===== src/rtl/fifo_traffic_if.sv =====
// FIFO-side handshake bundle for fifo_traffic_ctrl.
// The controller owns the strobes and write data; the FIFO owns occupancy and flags.
interface fifo_traffic_if #(
  parameter int DATA_W = 8,
  parameter int CNT_W  = 4
);
  logic              wr_en;
  logic              rd_en;
  logic [DATA_W-1:0] fifo_data;
  logic [CNT_W-1:0]  fifo_words;
  logic              fifo_full;
  logic              fifo_empty;

  modport master (
    output wr_en,
    output rd_en,
    output fifo_data,
    input  fifo_words,
    input  fifo_full,
    input  fifo_empty
  );

  modport slave (
    input  wr_en,
    input  rd_en,
    input  fifo_data,
    output fifo_words,
    output fifo_full,
    output fifo_empty
  );
endinterface


===== src/rtl/fifo_traffic_ctrl.sv =====
// Hysteresis traffic generator for a FIFO under test: fills to HIGH_MARK, drains to
// LOW_MARK, emits a mode-selected data pattern and counts DRAIN->FILL round trips.
module fifo_traffic_ctrl #(
  parameter int                DATA_W    = 8,
  parameter int                CNT_W     = 4,
  parameter int                HIGH_MARK = 5,
  parameter int                LOW_MARK  = 2,
  parameter logic [DATA_W-1:0] PATTERN   = 8'hAA,
  parameter int                RT_W      = 16
) (
  input  logic            clk,
  input  logic            rst,
  input  logic            en,
  input  logic [1:0]      mode,
  fifo_traffic_if.master  fifo,
  output logic [1:0]      state,
  output logic [RT_W-1:0] round_trips
);

  typedef enum logic [1:0] {
    ST_IDLE  = 2'b00,
    ST_FILL  = 2'b01,
    ST_DRAIN = 2'b10,
    ST_BAD   = 2'b11
  } state_t;

  localparam logic [CNT_W-1:0] HIGH_C = CNT_W'(HIGH_MARK);
  localparam logic [CNT_W-1:0] LOW_C  = CNT_W'(LOW_MARK);

  state_t            state_r;
  state_t            state_nxt_s;
  logic [DATA_W-1:0] data_r;
  logic [DATA_W-1:0] data_nxt_s;
  logic [RT_W-1:0]   rt_r;
  logic              rt_inc_s;
  logic              load_pat_s;
  logic              wr_s;
  logic              rd_s;
  logic              hit_high_s;
  logic              hit_low_s;

  // Strobes gated by the flags; threshold decodes (a flag alone also turns the loop around)
  always_comb begin
    wr_s       = (state_r == ST_FILL)  & ~fifo.fifo_full;
    rd_s       = (state_r == ST_DRAIN) & ~fifo.fifo_empty;
    hit_high_s = (fifo.fifo_words >= HIGH_C) | fifo.fifo_full;
    hit_low_s  = (fifo.fifo_words <= LOW_C)  | fifo.fifo_empty;
  end

  // Next-state decode; en=0 outranks any threshold hit
  always_comb begin
    state_nxt_s = state_r;
    rt_inc_s    = 1'b0;
    load_pat_s  = 1'b0;
    case (state_r)
      ST_IDLE: begin
        if (en) begin
          state_nxt_s = ST_FILL;
          load_pat_s  = 1'b1;
        end else begin
          state_nxt_s = ST_IDLE;
        end
      end
      ST_FILL: begin
        if (!en) begin
          state_nxt_s = ST_IDLE;
        end else if (hit_high_s) begin
          state_nxt_s = ST_DRAIN;
        end else begin
          state_nxt_s = ST_FILL;
        end
      end
      ST_DRAIN: begin
        if (!en) begin
          state_nxt_s = ST_IDLE;
        end else if (hit_low_s) begin
          state_nxt_s = ST_FILL;
          rt_inc_s    = 1'b1;
        end else begin
          state_nxt_s = ST_DRAIN;
        end
      end
      default: begin
        state_nxt_s = ST_IDLE;
      end
    endcase
  end

  // Write data advances only on an accepted write; a run start reloads the base word
  always_comb begin
    data_nxt_s = data_r;
    if (load_pat_s) begin
      data_nxt_s = PATTERN;
    end else if (wr_s) begin
      case (mode)
        2'b00:   data_nxt_s = PATTERN;
        2'b01:   data_nxt_s = data_r + DATA_W'(1'b1);
        2'b10:   data_nxt_s = ~data_r;
        default: data_nxt_s = PATTERN;
      endcase
    end else begin
      data_nxt_s = data_r;
    end
  end

  // State, data and round-trip registers with synchronous reset
  always_ff @(posedge clk) begin
    if (rst) begin
      state_r <= ST_IDLE;
      data_r  <= PATTERN;
      rt_r    <= {RT_W{1'b0}};
    end else begin
      state_r <= state_nxt_s;
      data_r  <= data_nxt_s;
      rt_r    <= rt_r + RT_W'(rt_inc_s);
    end
  end

  assign fifo.wr_en     = wr_s;
  assign fifo.rd_en     = rd_s;
  assign fifo.fifo_data = data_r;
  assign state          = state_r;
  assign round_trips    = rt_r;

endmodule


===== src/flat_wrapper.sv =====
// flat-port wrapper written by rule: the top's interface ports become plain ports
module fifo_traffic_ctrl_flat 
#(
  parameter int                DATA_W    = 8,
  parameter int                CNT_W     = 4,
  parameter int                HIGH_MARK = 5,
  parameter int                LOW_MARK  = 2,
  parameter logic [DATA_W-1:0] PATTERN   = 8'hAA,
  parameter int                RT_W      = 16
)
  (clk, rst, en, mode, state, round_trips, fifo_wr_en, fifo_rd_en, fifo_fifo_data, fifo_fifo_words, fifo_fifo_full, fifo_fifo_empty);
  fifo_traffic_if #(.DATA_W(DATA_W), .CNT_W(CNT_W)) fifo_i ();
  input  logic clk;
  input  logic rst;
  input  logic en;
  input  logic [1:0] mode;
  output logic [1:0] state;
  output logic [RT_W-1:0] round_trips;
  output wire logic [$bits(fifo_i.wr_en)-1:0] fifo_wr_en;
  output wire logic [$bits(fifo_i.rd_en)-1:0] fifo_rd_en;
  output wire logic [$bits(fifo_i.fifo_data)-1:0] fifo_fifo_data;
  input wire logic [$bits(fifo_i.fifo_words)-1:0] fifo_fifo_words;
  input wire logic [$bits(fifo_i.fifo_full)-1:0] fifo_fifo_full;
  input wire logic [$bits(fifo_i.fifo_empty)-1:0] fifo_fifo_empty;
  assign fifo_wr_en = fifo_i.wr_en;
  assign fifo_rd_en = fifo_i.rd_en;
  assign fifo_fifo_data = fifo_i.fifo_data;
  assign fifo_i.fifo_words = fifo_fifo_words;
  assign fifo_i.fifo_full = fifo_fifo_full;
  assign fifo_i.fifo_empty = fifo_fifo_empty;
  fifo_traffic_ctrl #(.DATA_W(DATA_W), .CNT_W(CNT_W), .HIGH_MARK(HIGH_MARK), .LOW_MARK(LOW_MARK), .PATTERN(PATTERN), .RT_W(RT_W)) u_core (.clk(clk), .rst(rst), .en(en), .mode(mode), .fifo(fifo_i), .state(state), .round_trips(round_trips));
endmodule

===== config.mk =====
export PLATFORM = sky130hd
export DESIGN_NAME = fifo_traffic_ctrl_flat
export DESIGN_NICKNAME = d
export VERILOG_FILES = /design/src/rtl/fifo_traffic_if.sv /design/src/rtl/fifo_traffic_ctrl.sv /design/src/flat_wrapper.sv
export SDC_FILE = /design/constraint.sdc
export NUM_CORES = 1
export LEC_CHECK = 0
export CAP_MARGIN = 20
export CORE_MARGIN = 2
export CORE_UTILIZATION = 42
export DETAILED_ROUTE_END_ITERATION = 10
export PLACE_DENSITY = 0.75
export SKIP_LAST_GASP = 1
export SLEW_MARGIN = 20
export SYNTH_ARGS = -nofsm -noshare
export SYNTH_HDL_FRONTEND = slang
export SYNTH_SLANG_ARGS = --single-unit
export TNS_END_PERCENT = 10

===== constraint.sdc =====
create_clock -name clk -period 2 [get_ports clk]
set_clock_uncertainty 0.2 [all_clocks]
set_input_delay 0.2 -clock clk [delete_from_list [all_inputs] [get_ports clk]]
set_output_delay 0.2 -clock clk [all_outputs]
set_load 0.01 [all_outputs]

## Yosys cells after proc, flatten, opt, wreduce, memory -nomap -nowiden

Index checks and enable logic that the tools add are counted.

- $add $sub $neg: 2
- $mul: 0
- Divide/modulo/power cells: 0
- $lt $le $gt $ge: 2
- Equality and inequality tests: 4
- Shift-type cells: 0
- Muxes and demuxes: 12
- Bitwise gates (word level): 7
- Reductions and logical operators: 2

Operators with widths:

| kind | count |
|---|---|
| $add A16 B1 Y16 | 1 |
| $pmux W8 S2 | 1 |
| $add A8 B1 Y8 const B | 1 |
| $mux W2 | 4 |
| $not A8 Y8 | 1 |
| $mux W1 | 6 |
| $pmux W2 S3 | 1 |
| $eq A2 B1 Y1 const B | 2 |
| $eq A2 B2 Y1 const B | 2 |
| $ge A4 B3 Y1 const B | 1 |
| $le A4 B2 Y1 const B | 1 |
| $and A1 B1 Y1 | 2 |
| $logic_not A2 Y1 | 1 |
| $not A1 Y1 | 2 |
| $or A1 B1 Y1 | 2 |
| $reduce_or A2 Y1 | 1 |

- Register bits after elaboration: 26
- Bits in latches: 0
- Bits in writable memories: 0
- Bits in read-only memories: 0
- Bits of input ports: 11
- Output and inout bits: 28
- Memories kept: 0

## Depth between registers and ports, before layout

- Word-level depth: 6
- Depth in mapped cells: 9
- Depth with buffers taken out: 9

## Worst setup path before layout

Ideal clock, no wire load.

- Path kind: in2reg
- From: input port fifo_fifo_words[0]
- To: register u_core.rt_r[14] (netlist: u_core.round_trips[14])
- Arrival time: 1,751 ps
- Data required time: 1,672 ps
- Path slack: -78 ps
- Stages on the path: 9
- Path buffers: 0
- Cell sequence: a211oi_1 nor2_1 and4bb_2 ha_1 ha_1 nand2_1 nor4_1 xnor2_1 nor2_1

- Longest elaborated chain between the ends: 6

Ends and longest elaborated chain:

| what | line | RTL |
|---|---|---|
| start, declared | flat_wrapper.sv:22 | `input wire logic [$bits(fifo_i.fifo_words)-1:0] fifo_fifo_words;` |
| $le A4 B2 Y1 | fifo_traffic_ctrl.sv:47 | `hit_low_s = (fifo.fifo_words <= LOW_C) \| fifo.fifo_empty;` |
| $or A1 B1 Y1 | fifo_traffic_ctrl.sv:47 |  |
| $mux W1 | fifo_traffic_ctrl.sv:76 | `end else if (hit_low_s) begin` |
| $mux W1 | fifo_traffic_ctrl.sv:74 | `if (!en) begin` |
| $mux W1 | fifo_traffic_ctrl.sv:55 | `case (state_r)` |
| $add A16 B1 Y16 | fifo_traffic_ctrl.sv:115 | `rt_r <= rt_r + RT_W'(rt_inc_s);` |
| end signal, assigned | fifo_traffic_ctrl.sv:111 | `rt_r <= {RT_W{1'b0}};` |
| end signal, assigned | fifo_traffic_ctrl.sv:115 |  |
| end, declared | fifo_traffic_ctrl.sv:34 | `logic [RT_W-1:0] rt_r;` |

No other way between the ends.
A chain may end at the register's enable or synchronous reset.

## Worst setup path after layout

- From: input port fifo_fifo_words[2]
- To: register u_core.rt_r[10] (netlist: u_core.round_trips[10])

Same word-level chain as after synthesis.

==> run metrics <==
unrepaired setup endpoints after global routing yes; initial antenna violation count 0; Max-slew headroom 73.6%; CTS Buf Count 3; ys async rst share 0%; Port Buf Inserts 38; deepest clock path buffer count 2; required time worst endpoint 2.02 ns; Finished Cell Area 0.00199 mm²; Max Slew Vio Count 0; Final nets 233; GRT Total Usage 20.3%; count leader, synth dfxtp_1; TritonCTS clock tree yes; via count 1411; worst path arrival time 2.19 ns; CP max FO 6; Synthesized Nets 178; Worst VDD drop 0.000366 V; Worst-Margin Slew 0.386 ns; final setup violation count 9; CTS root buffer clkbuf_4; Initial Utilization 44.0%; Synth top area share 38.8%; crit-path leading delay family simple AND/OR/NAND/NOR gates; synth warn 0; synth top area cells dfxtp_1 (39%), xnor2_1 (6.5%), ha_1 (5.6%), nor2_1 (5.3%), a21oi_1 (4.8%); status finished, violations left; Seq cells post-synth 26; Area after DPL 0.00190 mm²; EDFF count, synth 0; setup TNS -0.666 ns; max-cap violation count 0; GP Congestion 0.908; slowest CP cell clkdlybuf4s50_1; Detailed Route Iter0 Violations 34; # IOs 39; Post-CTS Setup Bufs 0; FILL cells 270; Critical Path Source Type input port; Synth Flop Type dfxtp_1; chip height 60.5 µm; failing checks setup timing; CP Capture Type register; FP Rows 20; die footprint 0.00366 mm²; Period minus WS final 2.17 ns; Hold/Removal Path Class input port to register; fin util 65.1%; synthesized netlist cell count 161; Setup Crit Path Kind input port to register; synthesized area 0.00134 mm²; Netlist cell types 36; biggest area consumer among synthesized cells dfxtp_1; WL/cell 13.6 µm; clock sinks 26; dpl cells 255; Core Area 0.00305 mm²; Finished Layout Cells 259; Pleak 0.000760 µW; drt pass-1 iters 4; Die W 60.5 µm; via/cell ratio 5.45; WL final 3.51 mm; Buffers & Inverters on Critical Path 1; PnR worst setup slack -0.165 ns; final hold vios 0; DRC viols 0; commonest cells in the netlist dfxtp_1 (26), nor2_1 (19), a21oi_1 (13); clock latency on the worst-skew pair 0.32 ns; Post-Syn Area per Cell 8.34 µm²; worst-path cell chain clkdlybuf4s50_1 > a211oi_2 > nor2_1 > and4bb_2 > ha_1 > ha_2 > nand2_4 > nor3_1 > xnor2_1 > nor2_1; area added between synthesis and finish 48.1%; Crit path top cell by count nor2_1; post-synthesis sequential area ratio 38.8%; clock-pin slew on the worst setup and hold paths 0.14 ns; Antenna Nets Post-Route 0; Pwr Density 511 mW/mm²; Max Freq 462 MHz; post-route clock period utilization 108%; H-tree depth 1; largest net degree at the start of global routing 17; antenna fix cells 0; Min Hold Slack 0.0519 ns; HPWL Detailed 2.66 mm; vias in the first global route 1276; share of cells above drive strength 1 15.8%; first-pass GRT wire length 5.64 mm; slowest stage delay, CP 0.43 ns; grt total ovfl 0
registers in the layout, indices dropped and copies added, names as in the netlist:
register and flops:
u_core.state 2, u_core.round_trips 16, u_core.fifo.fifo_data 8
logic make-up after synthesis:
kind of cell    synth area share, %
flops                          38.8
fa+ha+maj                      5.59
buf+inv                        3.45
compound gates                 15.5
simple gates                   28.9
xor+xnor                       7.83
metrics by stage:
| stage | power, µW | setup WS, ns |
|---|---|---|
| floorplan | 596 | -0.0401 |
| global placement | 660 | -0.484 |
| detailed placement | 666 | -0.591 |
| CTS | 1030 | -0.168 |
| global route | 1060 | -0.207 |
| finish | 1020 | -0.165 |
metal layers:
metal  up-vias  GRT usage, %  part of all wire [%]
met5         -             0                     0
met4         0          4.66                  0.43
met3         2          5.33                   5.0
met2        49          33.9                    50
met1       668          26.5                    45
li1        692             -                     -
repair_timing:
action	4_1_cts	5_1_grt
hold buffers	0	0
gates resized for setup	5	7
pin swaps	0	3
setup endpoints to repair	14	14
report_power, final:
part           switching (µW)  leakage (µW)  total, µW  internal [µW]
registers                5.62      0.000211        529            524
clock network             157     0.0000279        359            203
logic                    60.4      0.000521        128           67.4
total                     223      0.000760       1020            794
final cells by class:
cell class,instances,area (µm²),area share (%)
Timing Repair Buffer,55,512,25.7
Sequential cell,26,523,26.3
Inverter,7,26.3,1.32
Clock inverter,1,30.0,1.51
Clock buffer,3,22.5,1.13
Tap cell,44,55.1,2.77
Multi-Input combinational cell,123,820,41.2
final timing paths:
check | endpoint | depth (start not counted) | slack (ns) | from
max | u_core.round_trips[10] | 10 | -0.17 | fifo_fifo_words[2]
min | u_core.state[0] | 4 | 0.05 | fifo_fifo_words[0]
max reg2reg | u_core.round_trips[10] | 7 | 0.07 | u_core.state[0]
min reg2reg | u_core.fifo.fifo_data[7] | 2 | 0.33 | u_core.fifo.fifo_data[7]
worst min-delay path, cell delays in order:
cell            delay (ns)
dlymetal6s2s_1        0.12
o21ai_0               0.08
nand2_1               0.09
o31ai_1               0.06
placed cells by master (no fill, tap or decap), types with 3 or more instances in the layout:
master,count
nor2b_1,5
dfxtp_1,24
nand3b_1,3
nand3_1,9
clkdlybuf4s50_1,35
or3_1,3
ha_1,5
nand4_1,4
buf_4,17
o21ai_0,7
nand2_1,6
o21ai_1,3
inv_1,6
nor2_1,19
xnor2_1,10
clkbuf_4,3
a21oi_1,13
nor3_1,3
nor4_1,5
(Power assumes the default switching activity.)
==> edit: new RTL, same flow settings <==
`DATA_W` is set to 8 in 3 places; all go to 10.
--- a/src/rtl/fifo_traffic_if.sv
+++ b/src/rtl/fifo_traffic_if.sv
@@ -1,7 +1,7 @@
 // FIFO-side handshake bundle for fifo_traffic_ctrl.
 // The controller owns the strobes and write data; the FIFO owns occupancy and flags.
 interface fifo_traffic_if #(
-  parameter int DATA_W = 8,
+  parameter int DATA_W = 10,
   parameter int CNT_W  = 4
 );
   logic              wr_en;
--- a/src/rtl/fifo_traffic_ctrl.sv
+++ b/src/rtl/fifo_traffic_ctrl.sv
@@ -1,7 +1,7 @@
 // Hysteresis traffic generator for a FIFO under test: fills to HIGH_MARK, drains to
 // LOW_MARK, emits a mode-selected data pattern and counts DRAIN->FILL round trips.
 module fifo_traffic_ctrl #(
-  parameter int                DATA_W    = 8,
+  parameter int                DATA_W    = 10,
   parameter int                CNT_W     = 4,
   parameter int                HIGH_MARK = 5,
   parameter int                LOW_MARK  = 2,
--- a/src/flat_wrapper.sv
+++ b/src/flat_wrapper.sv
@@ -1,7 +1,7 @@
 // flat-port wrapper written by rule: the top's interface ports become plain ports
 module fifo_traffic_ctrl_flat 
 #(
-  parameter int                DATA_W    = 8,
+  parameter int                DATA_W    = 10,
   parameter int                CNT_W     = 4,
   parameter int                HIGH_MARK = 5,
   parameter int                LOW_MARK  = 2,
Interface: changed (resized fifo_fifo_data); port bits go from 39 to 41. The function was not compared with the original's and may differ.
==> edit against the original RTL <==
Synthesized area is 15% higher; routed wire length is 6.5% higher; power grew 5.8%; sequential cell count rose by 2; setup slack improved by 0.13 ns; critical endpoint is now u_core.round_trips[15]; global-route usage decreased by 2.4 points; register-to-register slack got worse by 0.10 ns; cell area increased by 11%; combinational power is 8% higher; the flow still finishes with violations (setup timing); critical path depth decreased by 4.
==> edit: results (changes against the original RTL) <==
| Metric | Value |
|---|---|
| Status | complete, but fails checks |
| Failing checks | setup timing |
| PortBufs | 40 (+5.3%) |
| Average cell area after synthesis | 8.50 um^2 (+2.0%) |
| Max reg flops | 16 (unchanged) |
| Clock root cell | clkbuf_4 |
| Switch Pwr | 0.238 mW (+7.0%) |
| Syn. warnings | 0 (unchanged) |
| Post-place setup slack | -0.516 ns (+0.0750 ns) |
| Share of cells above drive strength 1 | 0.183 (+0.0248) |
| H-tree lvl count | 1 (unchanged) |
| Placed cell areas | 2100 um^2 (+10%) |
| Mux contribution to synthesized area | 0.00650 (+0.00650) |
| Worst-Margin Slew | 0.412 ns (+0.0261 ns) |
| Synth cell types | 47 (+31%) |
| Dpl cells | 276 (+8.2%) |
| Most common flop cell mapped by yosys | dfxtp_1 |
| Antenna violations before repair | 0 (unchanged) |
| Routed WL per cell | 13.3 um (-1.8%) |
| Seq pwr | 0.568 mW (+7.4%) |
| Largest net degree at the start of global routing | 18 (+1) |
| NumNets Final | 253 (+8.6%) |
| PnR worst setup slack | -0.0338 ns (+0.132 ns) |
| Max FO, Critical Path | 4 (-2) |
| Number of antenna diodes | 0 (unchanged) |
| Synth top area cells | dfxtp_1, a21oi_1, nor2_1, ha_1, xnor2_1 |
| Synth Net Count | 198 (+11%) |
| CP max stage delay | 0.54 ns (+0.11 ns) |
| Drt via density | 5.37 (-1.5%) |
| Final TNS setup | -0.0338 ns (+0.632 ns) |
| Arr. time, crit path | 2.11 ns (-0.08 ns) |
| Vias in the first global route | 1,342 (+5.2%) |
| Worst-skew pair later-pin latency | 0.32 ns (about the same) |
| Pwr/cell area | 487 nW/um^2 (-4.7%) |
| Final GP Congestion | 0.814 (-10%) |
| Synth Area in Compound Gates | 0.167 (+0.0120) |
| DRT iter0 DRCs | 97 (+190%) |
| Crit-path leading delay family | simple AND/OR/NAND/NOR gates |
| Leading cell types by count after synthesis | dfxtp_1, nor2_1, a21oi_1 |
| Slowest cell on crit path | or4_1 |
| Worst vdd rail ir drop | 0.292 mV (-20%) |
| Final setup vio count | 1 (-8) |
| Fill count | 308 (+14%) |
| TritonCTS buffer count | 3 (unchanged) |
| Detailed placement HPWL | 2.72 mm (+2.5%) |
| Comb pwr share | 0.128 (+0.002) |
| First-pass GRT wire length | 6.04 mm (+7.1%) |
| Post-synthesis adder-cell area fraction | 0.0488 (-0.00714) |
| Register area share after synthesis | 0.364 (-0.0235) |
| Synth Area in XOR/XNOR | 0.0740 (-0.00430) |
| Leak | 0.854 nW (+12%) |
| Total number of vias | 1,508 (+6.9%) |
| Global Route Usage Sum | 0.179 (-0.0240) |
| Hold Path Class | input pin to flop |
edit: tightest hold or removal path: cells and delay by family:
kind	cells	cell delay, ns
compound gates	1	0.05
buf+inv	1	0.14
simple gates	3	0.23
edit: per-layer routing:
layer,routed length (um),up-vias,global-route usage
met5,0,-,0
met4,42,0,0.0532
met3,168,6,0.0226
met2,1820,44,0.309
met1,1720,697,0.234
li1,-,761,-
edit: timing repair:
| action | CTS | global route |
|---|---|---|
| resized for setup | 2 | 15 |
| endpoints found under the setup margin | 9 | 13 |
| endpoints found under the hold margin | 0 | 0 |
| pin swaps | 1 | 6 |
| setup buffers | 1 | 1 |
edit: kinds of logic after synthesis:
family	Yosys count
and+or+nand+nor	80
muxes	1
adders and majority gates	6
buffers and inverters	13
AOI/OAI and AO/OA	40
DFF	28
xor gates and xnor gates	13
edit: worst paths after layout:
| path | start | to | slack (ns) | cells past startpoint |
|---|---|---|---|---|
| min | fifo_fifo_words[3] | u_core.state[0] | 0.12 | 5 |
| max | u_core.state[0] | u_core.round_trips[15] | -0.03 | 6 |
| min reg2reg | u_core.round_trips[15] | u_core.round_trips[15] | 0.29 | 2 |
| max reg2reg | u_core.state[0] | u_core.round_trips[15] | -0.03 | 6 |
edit: area by class of cell:
| type | count | area (um^2) | share of cell area |
|---|---|---|---|
| inverter | 5 | 18.8 | 0.00850 |
| tap | 46 | 57.6 | 0.0261 |
| sequential | 28 | 563 | 0.255 |
| clock inverter | 1 | 30.0 | 0.0136 |
| timing repair buffer | 58 | 559 | 0.253 |
| multi-input combinational | 140 | 957 | 0.433 |
| clock buffer | 3 | 22.5 | 0.0102 |
